$ cat src/rtl/dotstar_receiver.sv
`default_nettype none
// ============================================================================
//  Module      : dotstar_receiver
//  Description : DotStar (APA102-style) SPI packet receiver. Samples the
//                transmitter's sclk/mosi in the sys_clk domain, hunts for a
//                32-bit zero start frame, collects NUM_LEDS LED frames into
//                shadow slots, and publishes them atomically on a valid
//                all-ones end frame. Malformed packets or an idle sclk abort
//                the packet with a frame_error pulse.
//                Optional macro DOTSTAR_RX_BRIGHTNESS_EN adds the
//                led_bright_vector output carrying the 5-bit brightness field.
//  Revision    : 1.0 - initial release
// ============================================================================
module dotstar_receiver #(
   parameter int NUM_LEDS     = 8,
   parameter int IDLE_TIMEOUT = 1024
) (
   input  logic                  sys_clk,
   input  logic                  rst_n,
   input  logic                  sclk,
   input  logic                  mosi,
   output logic [NUM_LEDS*8-1:0] led_r_vector,
   output logic [NUM_LEDS*8-1:0] led_g_vector,
   output logic [NUM_LEDS*8-1:0] led_b_vector,
`ifdef DOTSTAR_RX_BRIGHTNESS_EN
   output logic [NUM_LEDS*5-1:0] led_bright_vector,
`endif
   output logic                  frame_done,
   output logic                  frame_error,
   output logic                  busy
);

   localparam int C_LIDX_W = (NUM_LEDS > 1) ? $clog2(NUM_LEDS) : 1;
   localparam int C_IDLE_W = $clog2(IDLE_TIMEOUT + 1);
   localparam logic [C_LIDX_W-1:0] C_LAST_LED  = C_LIDX_W'(NUM_LEDS - 1);
   localparam logic [C_IDLE_W-1:0] C_IDLE_LAST = C_IDLE_W'(IDLE_TIMEOUT - 1);
   localparam logic [C_IDLE_W-1:0] C_IDLE_MAX  = C_IDLE_W'(IDLE_TIMEOUT);

   typedef enum logic [1:0] {
      ST_HUNT = 2'd0,
      ST_LED  = 2'd1,
      ST_END  = 2'd2
   } state_t;

   // Synchronizers and edge detector
   logic sclk_meta_q, sclk_sync_q, sclk_prev_q;
   logic mosi_meta_q, mosi_sync_q;

   // Control state
   state_t                state_q,    state_d;
   logic [4:0]            zero_cnt_q, zero_cnt_d;
   logic [4:0]            bit_cnt_q,  bit_cnt_d;
   logic [C_LIDX_W-1:0]   led_idx_q,  led_idx_d;
   logic [31:0]           shift_q,    shift_d;
   logic                  word_vld_q, word_vld_d;
   logic [C_IDLE_W-1:0]   idle_q,     idle_d;
   logic                  done_q,     done_d;
   logic                  error_q,    error_d;

   // Shadow slots and published outputs
   logic [NUM_LEDS*8-1:0] sh_r_q, sh_r_d, sh_g_q, sh_g_d, sh_b_q, sh_b_d;
   logic [NUM_LEDS*8-1:0] out_r_q, out_r_d, out_g_q, out_g_d, out_b_q, out_b_d;
`ifdef DOTSTAR_RX_BRIGHTNESS_EN
   logic [NUM_LEDS*5-1:0] sh_br_q, sh_br_d, out_br_q, out_br_d;
`endif

   logic w_strobe;
   logic w_timeout;

   // Bit strobe: rising edge of the synchronized sclk
   assign w_strobe  = sclk_sync_q & ~sclk_prev_q;
   // Idle limit is hit on the cycle the counter would reach IDLE_TIMEOUT
   assign w_timeout = ~w_strobe & (idle_q == C_IDLE_LAST);

   // Two-flop synchronizers for sclk and mosi, plus the edge-detect flop
   always_ff @(posedge sys_clk or negedge rst_n) begin
      if (!rst_n) begin
         sclk_meta_q <= 1'b0;
         sclk_sync_q <= 1'b0;
         sclk_prev_q <= 1'b0;
         mosi_meta_q <= 1'b0;
         mosi_sync_q <= 1'b0;
      end else begin
         sclk_meta_q <= sclk;
         sclk_sync_q <= sclk_meta_q;
         sclk_prev_q <= sclk_sync_q;
         mosi_meta_q <= mosi;
         mosi_sync_q <= mosi_meta_q;
      end
   end

   // State, counters, shift register, shadow slots and output registers
   always_ff @(posedge sys_clk or negedge rst_n) begin
      if (!rst_n) begin
         state_q    <= ST_HUNT;
         zero_cnt_q <= '0;
         bit_cnt_q  <= '0;
         led_idx_q  <= '0;
         shift_q    <= '0;
         word_vld_q <= 1'b0;
         idle_q     <= '0;
         done_q     <= 1'b0;
         error_q    <= 1'b0;
         sh_r_q     <= '0;
         sh_g_q     <= '0;
         sh_b_q     <= '0;
         out_r_q    <= '0;
         out_g_q    <= '0;
         out_b_q    <= '0;
`ifdef DOTSTAR_RX_BRIGHTNESS_EN
         sh_br_q    <= '0;
         out_br_q   <= '0;
`endif
      end else begin
         state_q    <= state_d;
         zero_cnt_q <= zero_cnt_d;
         bit_cnt_q  <= bit_cnt_d;
         led_idx_q  <= led_idx_d;
         shift_q    <= shift_d;
         word_vld_q <= word_vld_d;
         idle_q     <= idle_d;
         done_q     <= done_d;
         error_q    <= error_d;
         sh_r_q     <= sh_r_d;
         sh_g_q     <= sh_g_d;
         sh_b_q     <= sh_b_d;
         out_r_q    <= out_r_d;
         out_g_q    <= out_g_d;
         out_b_q    <= out_b_d;
`ifdef DOTSTAR_RX_BRIGHTNESS_EN
         sh_br_q    <= sh_br_d;
         out_br_q   <= out_br_d;
`endif
      end
   end

   // Next-state logic: bit assembly, start hunting, word decode, timeout
   always_comb begin
      state_d    = state_q;
      zero_cnt_d = zero_cnt_q;
      bit_cnt_d  = bit_cnt_q;
      led_idx_d  = led_idx_q;
      shift_d    = shift_q;
      word_vld_d = 1'b0;
      idle_d     = idle_q;
      done_d     = 1'b0;
      error_d    = 1'b0;
      sh_r_d     = sh_r_q;
      sh_g_d     = sh_g_q;
      sh_b_d     = sh_b_q;
      out_r_d    = out_r_q;
      out_g_d    = out_g_q;
      out_b_d    = out_b_q;
`ifdef DOTSTAR_RX_BRIGHTNESS_EN
      sh_br_d    = sh_br_q;
      out_br_d   = out_br_q;
`endif

      // Idle counter saturates so a stalled link reports only once
      if (w_strobe) begin
         idle_d = '0;
      end else if (idle_q != C_IDLE_MAX) begin
         idle_d = idle_q + 1'b1;
      end

      if (w_strobe) begin
         shift_d = {shift_q[30:0], mosi_sync_q};
      end

      case (state_q)
         ST_HUNT: begin
            // Word alignment is only meaningful once a start frame is seen
            bit_cnt_d = '0;
            led_idx_d = '0;
            if (w_timeout) begin
               zero_cnt_d = '0;
            end else if (w_strobe) begin
               if (mosi_sync_q) begin
                  zero_cnt_d = '0;
               end else if (zero_cnt_q == 5'd31) begin
                  zero_cnt_d = '0;
                  state_d    = ST_LED;
               end else begin
                  zero_cnt_d = zero_cnt_q + 5'd1;
               end
            end
         end

         ST_LED, ST_END: begin
            zero_cnt_d = '0;
            if (w_timeout) begin
               error_d = 1'b1;
               state_d = ST_HUNT;
            end else begin
               if (w_strobe) begin
                  bit_cnt_d = bit_cnt_q + 5'd1;
                  if (bit_cnt_q == 5'd31) begin
                     word_vld_d = 1'b1;
                  end
               end
               if (word_vld_q) begin
                  if (state_q == ST_LED) begin
                     if ((led_idx_q == '0) && (shift_q == 32'h0)) begin
                        // Extra start word before the first LED frame
                        state_d = ST_LED;
                     end else if (shift_q[31:29] == 3'b111) begin
                        sh_r_d[led_idx_q*8 +: 8] = shift_q[7:0];
                        sh_g_d[led_idx_q*8 +: 8] = shift_q[15:8];
                        sh_b_d[led_idx_q*8 +: 8] = shift_q[23:16];
`ifdef DOTSTAR_RX_BRIGHTNESS_EN
                        sh_br_d[led_idx_q*5 +: 5] = shift_q[28:24];
`endif
                        led_idx_d = led_idx_q + 1'b1;
                        if (led_idx_q == C_LAST_LED) begin
                           state_d = ST_END;
                        end
                     end else begin
                        error_d = 1'b1;
                        state_d = ST_HUNT;
                     end
                  end else begin
                     if (shift_q == 32'hFFFF_FFFF) begin
                        out_r_d = sh_r_q;
                        out_g_d = sh_g_q;
                        out_b_d = sh_b_q;
`ifdef DOTSTAR_RX_BRIGHTNESS_EN
                        out_br_d = sh_br_q;
`endif
                        done_d  = 1'b1;
                     end else begin
                        error_d = 1'b1;
                     end
                     state_d = ST_HUNT;
                  end
               end
            end
         end

         default: begin
            state_d = ST_HUNT;
         end
      endcase
   end

   assign led_r_vector = out_r_q;
   assign led_g_vector = out_g_q;
   assign led_b_vector = out_b_q;
`ifdef DOTSTAR_RX_BRIGHTNESS_EN
   assign led_bright_vector = out_br_q;
`endif
   assign frame_done   = done_q;
   assign frame_error  = error_q;
   assign busy         = (state_q != ST_HUNT);

endmodule
`default_nettype wire

$ cat config.mk
export PLATFORM = sky130hd
export DESIGN_NAME = dotstar_receiver
export DESIGN_NICKNAME = d
export VERILOG_FILES = /design/src/rtl/dotstar_receiver.sv
export SDC_FILE = /design/constraint.sdc
export NUM_CORES = 1
export LEC_CHECK = 0
export ABC_CLOCK_PERIOD_IN_PS = 2400
export CAP_MARGIN = 5
export CELL_PAD_IN_SITES_DETAIL_PLACEMENT = 1
export CELL_PAD_IN_SITES_GLOBAL_PLACEMENT = 1
export CORE_ASPECT_RATIO = 2
export CORE_MARGIN = 10
export CORE_UTILIZATION = 35
export CTS_CLUSTER_DIAMETER = 150
export DETAILED_ROUTE_END_ITERATION = 16
export PLACE_DENSITY = 0.7
export SETUP_SLACK_MARGIN = 0.05
export SLEW_MARGIN = 20
export SYNTH_ARGS = -nofsm -noshare
export SYNTH_HDL_FRONTEND = slang
export SYNTH_SLANG_ARGS = --single-unit
export TNS_END_PERCENT = 5
$ cat constraint.sdc
create_clock -name sys_clk -period 2.4 [get_ports sys_clk]
set_input_delay 0.48 -clock sys_clk [delete_from_list [all_inputs] [get_ports sys_clk]]
set_output_delay 0.48 -clock sys_clk [all_outputs]
set_load 0.02 [all_outputs]
---- Word level (Yosys, flattened, before mapping) ----
Index checks and enable logic that the tools add are counted.
storage, ports and cells
  word-level logic and storage cells ...... 118
  flip-flop bits (word level) ............. 450
cells by class
  shift-type cells ........................ 4
  add/sub/neg operators ................... 5
  reduce and logical (&&, ||, !) cells .... 14
  mux-type cells .......................... 46
  eq/ne operators ......................... 22
  bitwise operators ....................... 7
operators with widths
  cell                                                                     count
  64-bit bitwise mux                                                       3
  8-bit by 34-bit indexed part select with 64-bit output                   3
  8-bit by 34-bit variable shift with 64-bit output, first input constant  1
  6-bit negator with 34-bit output                                         1
  32-bit == test, second input constant                                    1
  32-bit logical NOT                                                       1
  5-bit 2-to-1 mux                                                         6
  11-bit 2-to-1 mux                                                        2
  2-bit 2-to-1 mux                                                         10
  2-bit != test, second input constant                                     10
  5-bit one-hot mux with 2 select lines                                    2
  6-bit AND reduction                                                      3
  1-bit 2-to-1 mux                                                         16
  3-bit 2-to-1 mux                                                         5
  11-bit by 1-bit adder with 11-bit output, second input constant          1
  11-bit by 10-bit == test with 1-bit output, second input constant        1
  11-bit != test, second input constant                                    1
  5-bit by 1-bit adder with 5-bit output, second input constant            2
  5-bit == test, second input constant                                     2
  3-bit == test, second input constant                                     2
  3-bit != test, second input constant                                     2
  6-bit != test, second input constant                                     1
  3-bit one-hot mux with 2 select lines                                    1
  2-bit nonzero test                                                       3
  13 further kinds                                                         18

---- Logic depth before layout (Yosys ltp) ----
Gate-level depths: netlist of run 1.
  depth in word-level cells ............... 8
  gate-level depth with buffers ........... 11
  gate-level depth less buffers ........... 8

---- Worst setup path after synthesis of run 1 ----
No wires, ideal clock.
  path type ............................... flip-flop to flip-flop
  from .................................... register state_q[0]
  to ...................................... register sh_b_q[0]
  buffers on the path ..................... 3
  path slack .............................. -0.115 ns
  data required time ...................... 2.272 ns
  cell stages (with the launch flop) ...... 10
  arrival time ............................ 2.387 ns
  setup time .............................. 0.128 ns
  cell sequence ........................... dfrtp_1 -> inv_1 -> ha_1 -> clkbuf_1 -> nand2_1 -> a211o_1 -> buf_2 -> nor4_4 -> buf_6 -> mux2_1
on the way
  word-level cells in the longest chain between the ends .. 3
RTL lines
  element                                                                    RTL line  text
  start: declaration                                                         50        state_t state_q, state_d;
  start signal: assignment                                                   115       state_q <= state_d;
  2-bit by 1-bit == test with 1-bit output or 2-bit == test (tied branches)  170, 202
  2-bit OR reduction                                                         170       case (state_q)
  6-bit AND reduction (no line) *                                            --
  end signal: assignment                                                     106       sh_b_q <= '0;
  end signal: assignment                                                     126       sh_b_q <= sh_b_d;
  end: declaration                                                           61        logic [NUM_LEDS*8-1:0] sh_r_q, sh_r_d, sh_g_q, sh_g_d, sh_b_q, sh_b_d;
Every way passes the cells marked *; elsewhere a longest branch is shown, timed or not.
A chain may end at the register's enable or synchronous reset.

---- Worst setup path after layout of run 1 ----
  from .................................... register idle_q[1]
  to ...................................... register sh_r_q[0]
on the way
  word-level cells in the longest chain between the ends .. 4
RTL lines
  element                                     RTL line  text
  start: declaration                          56        logic [C_IDLE_W-1:0] idle_q, idle_d;
  start signal: assignment                    121       idle_q <= idle_d;
  11-bit by 10-bit == test with 1-bit output  73        assign w_timeout = ~w_strobe & (idle_q == C_IDLE_LAST);
  1-bit bitwise AND                           73
  1-bit NOT (no line)                         --
  6-bit AND reduction (no line)               --
  end signal: assignment                      124       sh_r_q <= sh_r_d;
  end: declaration                            61
No other way between the ends.

==> results of run 1 <==
## registers in the layout, indices dropped and copies added (netlist names)
register      cells
sclk_prev_q       1
sh_g_q           64
mosi_sync_q       1
led_r_vector     64
led_b_vector     64
sh_b_q           64
sclk_sync_q       1
frame_error       1
mosi_meta_q       1
word_vld_q        1
bit_cnt_q         5
idle_q           11
led_g_vector     64
led_idx_q         3
frame_done        1
shift_q          32
sh_r_q           64
sclk_meta_q       1
zero_cnt_q        5
state_q           2
## what timing repair did
action | 4_1_cts | 5_1_grt
buffers inserted | 1 | 12
hold buffers | 1 | 0
endpoints found under the hold margin | 50 | 0
cloned | 0 | 5
endpoints found under the setup margin | 189 | 266
pin swaps | 3 | 7
resized for setup | 7 | 43
## layout make-up
cell class | instances | area, um^2
clock buffer | 59 | 1190
inverter | 79 | 298
clock inverter | 15 | 213
sequential | 450 | 11300
tap | 660 | 826
multi-input combinational | 849 | 6490
timing repair buffer | 319 | 3290
fill | 5382 | 28200
## metal layers
layer / GRT usage / share of wire / vias up
li1: - / - / 5530
met1: 0.184 / 0.36 / 6435
met2: 0.323 / 0.55 / 276
met3: 0.0306 / 0.046 / 103
met4: 0.0624 / 0.039 / 0
met5: 0 / 0 / -
## logic make-up (layout without fill, tap and decap cells)
group	Yosys count	count (layout)	synth area share
flops	450	450	0.616
simple gates	335	335	0.0820
mux	323	323	0.194
buf+inv	179	472	0.0406
compound gates	166	166	0.0517
fa+ha+maj	17	17	0.0116
xor+xnor	8	8	0.00383
## synthesized netlist by cell type (20+ instances only)
cell	instances	area [um^2]
clkbuf_1	57	214
mux2i_1	66	661
o31ai_1	20	150
nand2_1	215	807
nor2_1	30	113
mux2_1	20	225
inv_1	78	293
nand3_1	23	115
dfrtp_1	450	11300
mux2_2	237	2670
o21ai_0	119	596
buf_2	32	160
## how the worst min path moves through the flow
stage,endpoint,slack (ns),depth (start not counted)
final,mosi_sync_q,0.35,0
after global routing,mosi_sync_q,0.36,0
after CTS,mosi_sync_q,0.35,0
after detailed placement,mosi_sync_q,0.34,0
after global placement,mosi_sync_q,0.33,0
after floorplan,bit_cnt_q[0],0.18,0
## stage by stage
stage,area (um^2),setup TNS [ns]
after CTS,23200,0
after floorplan,18300,0
after global placement,21700,-1.66
after global routing,23600,-1.16
final,23600,0
after detailed placement,21700,-1.76
## worst reg2reg max path: stages, from the launching register on
cell       delay [ns]
dfrtp_1          0.42
ha_4             0.20
nand3_4          0.10
nor4_4           0.07
buf_4            0.15
a211o_4          0.35
nor4_4           0.27
buf_6            0.19
clkbuf_16        0.21
mux2_4           0.31
## report_power, final
| group | internal, mW | total, mW | switching [mW] |
|---|---|---|---|
| Combinational | 0.242 | 0.805 | 0.563 |
| Sequential | 7.67 | 7.77 | 0.0909 |
| Clock | 4.01 | 6.89 | 2.88 |
==> out/summary.json, run 1 <==
{
  "pwr": {
    "max-vdd-ir-drop_v": 0.000552,
    "total_leakage_power_nw": 11.2,
    "design_power_total_mw": 15.5,
    "power.density_cell_area_nw_per_um2": 656
  },
  "route": {
    "num_vias": 12300,
    "initialDrtViolationCount": 774,
    "detail-route-antenna-nets": 0,
    "drt_drc_violations_left": 0,
    "average_wire_length_per_cell_after_detail_routing_um": 22.9,
    "detail_route.first_pass.iterations": 6,
    "route.final.wire_length_mm": 55.6,
    "routed_vias_inst": 5.08
  },
  "global_routing": {
    "grt_overflow": 0,
    "grt_pass1_vias": 13700,
    "initial_antenna_violation_count": 0,
    "grt_first_pass_wirelength_mm": 84.0,
    "grt_start_max_net_pins": 76,
    "gr-usage-all-layers": 0.171
  },
  "floorplanning": {
    "start_util": 0.353,
    "dieWidth_um": 182,
    "floorplan.die_area_um2": 62300,
    "ios": 199,
    "std_cell_rows": 118,
    "fp.coreArea_um2": 51800,
    "fp.dieH_um": 343
  },
  "sta": {
    "fin_skew_ns": 0.0190,
    "finalMaxSlewViolations": 0,
    "post-route-worst-setup-slack_ns": 0.0219,
    "max_slew_margin": 0.519,
    "rsz0062_at_grt": "yes",
    "tightestPinTransition_ns": 0.721,
    "report.final.setup_viol": 0,
    "timing.fmax_mhz": 421,
    "fin_hold_ws_ns": 0.354,
    "fin_crit_sh": 0.991,
    "finalWorstPathRequiredPeriod_ns": 2.38,
    "timing_hold_violations_final": 0
  },
  "setup_path": {
    "path_depth": 9,
    "path_max_fanout": 6,
    "cp.buffers_inverters": 3,
    "cp_common_cell": "nor4_4",
    "max_stage_delay_ns": 0.42,
    "critical_path.startpoint": "idle_q[1]",
    "crit_type": "register to register",
    "cpLargestDelayFamily": "buffers and inverters",
    "critical_path.cell_chain": "ha_4 -> nand3_4 -> nor4_4 -> buf_4 -> a211o_4 -> nor4_4 -> buf_6 -> clkbuf_16 -> mux2_4",
    "worstRegToRegCells": 9,
    "worst-endpoint-arrival_ns": 2.80,
    "r2r_start": "idle_q[1]",
    "crit-reg2reg-capture": "sh_r_q[0]",
    "slowest_stage": "dfrtp_1",
    "kind_of_capture_point_of_the_worst_setup_path": "register",
    "worst_setup_path_endpoint": "sh_r_q[0]",
    "reg2reg_slack_ns": 0.02,
    "critical_path.startpoint_type": "register",
    "worstPathRequired_ns": 2.83
  },
  "clocking": {
    "clock_sinks": 450,
    "clk_transition_reported_paths_ns": 0.06,
    "cts_buffers": 40,
    "htree_levels": 2,
    "clk_latency_ns": 0.56,
    "cts_max_path_buffers": 3,
    "tritoncts": "built",
    "ctsRootBufferMaster": "clkbuf_16"
  },
  "final_layout": {
    "final_cell_mix": "dfrtp_1 (449), mux2_2 (229), nand2_1 (214), clkdlybuf4s50_1 (196), o21ai_0 (119)",
    "n_antenna_cell": 0,
    "area_growth_syn_to_layout_pct": 28.9,
    "finish.cell_count_without_fillers": 2431,
    "final_net_count": 1760,
    "commonest_non_fill_non_tap_cell_in_the_layout": "dfrtp_1",
    "layout_cell_share_with_drive_strength_beyond_1": 0.263,
    "final_cell_utilization_of_the_core": 0.455
  },
  "status": {
    "outcome": "completed"
  },
  "synth": {
    "synthesis.yosys.warnings": 0,
    "seq_area_frac_synth": 0.616,
    "share_of_flip_flops_with_an_asynchronous_set_or_reset_after_synthesis": 1.00,
    "synth_edf_count": 0,
    "netlist-cell-type-count": 51,
    "syn-cell-area_um2": 18300,
    "synth-seq-cells": 450,
    "ys_dominant_reg_cell": "dfrtp_1",
    "syn-num-nets": 1499,
    "netlist_instances": 1478,
    "syn_avg_cell_area_um2": 12.4
  },
  "place": {
    "dp_cells": 2338,
    "hpwl_mm": 38.8,
    "detailedPlace.worstSlack_ns": -0.0434,
    "gp_congestion": 0.816,
    "placement.io_buffers": 198
  },
  "flow_run": {
    "timing.max_cap.violations": 0
  },
  "min_path": {
    "worst_min_delay_path_category": "register to register",
    "hold_path.startpoint": "mosi_meta_q"
  }
}
Power figures use the tool's default switching activity.
==> run 2: changes to the inputs <==
ABC_AREA = 1   (was unset)
PLACE_DENSITY = 0.73   (was 0.7)
==> run 2 against run 1 <==
  * Clock skew up 0.0051 ns
  * Maximum frequency up 5.7%
  * Critical path type is now register to output pin
  * Total power down 2.4%
  * Wire length up 0.42%
  * Count of clock-buffer cells in the layout down 3
  * Global-route usage up 0.73 points
  * Non-clock buffer count down 43
  * Flip-flop and latch count unchanged
  * First-iteration DRC count up 17%
  * Critical endpoint is now busy
  * Critical path depth down 5
  * Register-to-register slack better by 0.16 ns
==> out/summary.json, run 2 <==
{
  "floorplanning": {
    "fp.dieH_um": 342,
    "ios": 199,
    "fp.coreArea_um2": 51700,
    "std_cell_rows": 118,
    "floorplan.die_area_um2": 62000,
    "start_util": 0.352,
    "dieWidth_um": 181
  },
  "global_routing": {
    "grt_overflow": 0,
    "grt_first_pass_wirelength_mm": 88.9,
    "grt_pass1_vias": 15600,
    "gr-usage-all-layers": 0.178,
    "initial_antenna_violation_count": 0,
    "grt_start_max_net_pins": 87
  },
  "clocking": {
    "tritoncts": "built",
    "clock_sinks": 450,
    "htree_levels": 2,
    "ctsRootBufferMaster": "clkbuf_16",
    "cts_buffers": 40,
    "cts_max_path_buffers": 3,
    "clk_transition_reported_paths_ns": 0.07,
    "clk_latency_ns": 0.57
  },
  "route": {
    "initialDrtViolationCount": 902,
    "drt_drc_violations_left": 0,
    "route.final.wire_length_mm": 55.8,
    "detail-route-antenna-nets": 0,
    "num_vias": 14300,
    "average_wire_length_per_cell_after_detail_routing_um": 19.3,
    "routed_vias_inst": 4.93,
    "detail_route.first_pass.iterations": 5
  },
  "setup_path": {
    "worst-endpoint-arrival_ns": 1.77,
    "max_stage_delay_ns": 0.43,
    "kind_of_capture_point_of_the_worst_setup_path": "output pin",
    "cp_common_cell": "inv_1",
    "crit_type": "register to output pin",
    "path_max_fanout": 5,
    "cpLargestDelayFamily": "buffers and inverters",
    "r2r_start": "state_q[1]",
    "cp.buffers_inverters": 3,
    "critical_path.cell_chain": "inv_1 -> ha_2 -> inv_1 -> clkdlybuf4s18_2",
    "worstRegToRegCells": 10,
    "worstPathRequired_ns": 1.92,
    "crit-reg2reg-capture": "led_b_vector[15]",
    "critical_path.startpoint_type": "register",
    "reg2reg_slack_ns": 0.18,
    "slowest_stage": "dfrtp_1"
  },
  "synth": {
    "fraction_of_synthesized_cell_area_taken_by_the_top_area_cell_type": 0.619,
    "synth_edf_count": 0,
    "synthesis.yosys.warnings": 0,
    "synth_top_family_by_area": "simple AND/OR/NAND/NOR gates",
    "synthDominantAreaCellType": "dfrtp_1",
    "ys_dominant_reg_cell": "dfrtp_1",
    "yosys.cell_count.top_type": "nand2_1",
    "synth_simple_gate_area_frac": 0.230,
    "muxShareOfSynthArea": 0,
    "netlist-cell-type-count": 31,
    "ys_top_cells_by_count": "nand2_1 (818), dfrtp_1 (450), o21ai_0 (209)",
    "share_of_flip_flops_with_an_asynchronous_set_or_reset_after_synthesis": 1.00,
    "synth.top_cells.by_area": "dfrtp_1 (62%), nand2_1 (17%), o21ai_0 (5.8%), inv_1 (1.9%), nor2_1 (1.7%)",
    "synth_xor_xnor_area_share": 0.00145,
    "netlist_instances": 2010,
    "synth-seq-cells": 450,
    "post_synth_fa_ha_maj_area_fraction": 0.0117,
    "syn_avg_cell_area_um2": 9.04,
    "syn-cell-area_um2": 18200,
    "syn-num-nets": 2031,
    "seq_area_frac_synth": 0.619,
    "synthesized_area_fraction_occupied_by_ao_oa_aoi_and_oai_cells": 0.0787
  },
  "place": {
    "postPlaceCellArea_um2": 21100,
    "dp_cells": 2822,
    "hpwl_mm": 39.6,
    "detailedPlace.worstSlack_ns": -0.0314,
    "placement.io_buffers": 198,
    "gp_congestion": 0.834
  },
  "sta": {
    "fin_crit_sh": 0.937,
    "rsz0062_at_grt": "yes",
    "fin_skew_ns": 0.0241,
    "finalWorstPathRequiredPeriod_ns": 2.25,
    "report.final.setup_viol": 0,
    "timing_hold_violations_final": 0,
    "tns_ns": 0,
    "fin_hold_ws_ns": 0.353,
    "finalMaxSlewViolations": 0,
    "timing.fmax_mhz": 445,
    "tightestPinTransition_ns": 0.650,
    "post-route-worst-setup-slack_ns": 0.151,
    "max_slew_margin": 0.563
  },
  "pwr": {
    "p_sw_mw": 3.58,
    "switching_share": 0.237,
    "max-vdd-ir-drop_v": 0.000494,
    "p_int_mw": 11.5,
    "total_leakage_power_nw": 10.7,
    "design_power_total_mw": 15.1,
    "comb_power_share": 0.053,
    "power.density_cell_area_nw_per_um2": 670,
    "clockPowerShare": 0.435,
    "sequentialPowerShare": 0.513
  },
  "final_layout": {
    "final_net_count": 2229,
    "final_cell_utilization_of_the_core": 0.436,
    "commonest_non_fill_non_tap_cell_in_the_layout": "nand2_1",
    "n_antenna_cell": 0,
    "final_cell_mix": "nand2_1 (814), dfrtp_1 (450), o21ai_0 (209), clkdlybuf4s50_1 (196), inv_1 (91)",
    "finalInstanceArea_um2": 22500,
    "finish.cell_count_without_fillers": 2896,
    "layout_cell_share_with_drive_strength_beyond_1": 0.0778,
    "area_growth_syn_to_layout_pct": 23.9
  },
  "min_path": {
    "worstHoldPathCells": 0,
    "hold_path.startpoint": "sclk_meta_q",
    "end_of_the_worst_hold_path": "sclk_sync_q",
    "worst_min_delay_path_category": "register to register"
  },
  "status": {
    "outcome": "completed"
  },
  "flow_run": {
    "timing.max_cap.violations": 0
  }
}
-- run 2: changes by cell type after synthesis, moves of 14 or more --
cell,delta
o21ai_1,+28
mux2_1,-20
mux2i_1,-66
nor2_1,+50
inv_1,+14
nand3_1,+36
o31ai_1,-20
nand4_1,+22
a21oi_1,+33
buf_4,+27
nor3_1,+25
mux2_2,-237
nand2_1,+603
o21ai_0,+90
-- run 2: cell type report --
class | instances | area (um^2)
clock buffers | 56 | 1170
inverters | 97 | 383
fillers | 5979 | 29200
clock inverters | 14 | 143
flip-flops and latches | 450 | 11300
well taps | 660 | 826
multi-input cells | 1343 | 5920
repair buffers | 276 | 2820
-- run 2: how the worst max path moves through the flow --
stage,start,end,slack [ns],depth (start not counted)
floorplan,led_idx_q[0],sh_b_q[32],0.05,13
global placement,state_q[1],led_r_vector[14],0.12,10
detailed placement,state_q[1],led_r_vector[23],-0.03,10
CTS,idle_q[0],sh_b_q[36],0.05,10
global route,led_idx_q[1],sh_r_q[51],0.02,7
finish,state_q[0],busy,0.15,4
-- run 2: logic make-up (layout without fill, tap and decap cells) --
logic type      Yosys count  in the layout
flops                   450            450
fa+ha+maj                17             17
compound gates          283            283
buf+inv                 217            443
xor+xnor                  3              3
simple gates           1040           1040
-- run 2: worst reg2reg max path: stages, from the launching register on --
cell	delay [ns]
dfrtp_1	0.38
inv_1	0.09
ha_1	0.24
nor3_1	0.30
nand3_1	0.13
nor2_2	0.21
nand2_8	0.17
buf_16	0.22
buf_4	0.21
nand2_1	0.07
o21ai_0	0.08
-- run 2: routing by layer --
metal	up-vias	wire length, um	track usage
met4	0	2570	0.0850
met3	113	2660	0.0347
met5	-	0	0
met2	296	29300	0.324
li1	6758	-	-
met1	7100	21300	0.193
-- run 2: what timing repair did --
item | CTS | global route
buffers inserted | 0 | 2
resized for setup | 8 | 22
pin swaps | 0 | 1
hold buffers | 1 | 0
gates cloned | 0 | 1
endpoints found under the hold margin | 38 | 0
endpoints found under the setup margin | 122 | 316
-- run 2: power by group through the flow --
stage / Clock, mW / Combinational (mW) / Sequential, mW
finish: 6.56 / 0.795 / 7.74
global route: 7.04 / 0.871 / 7.74
CTS: 6.76 / 0.811 / 7.73
detailed placement: 0 / 0.799 / 7.88
global placement: 0 / 0.777 / 7.87
floorplan: 0 / 0.280 / 7.88
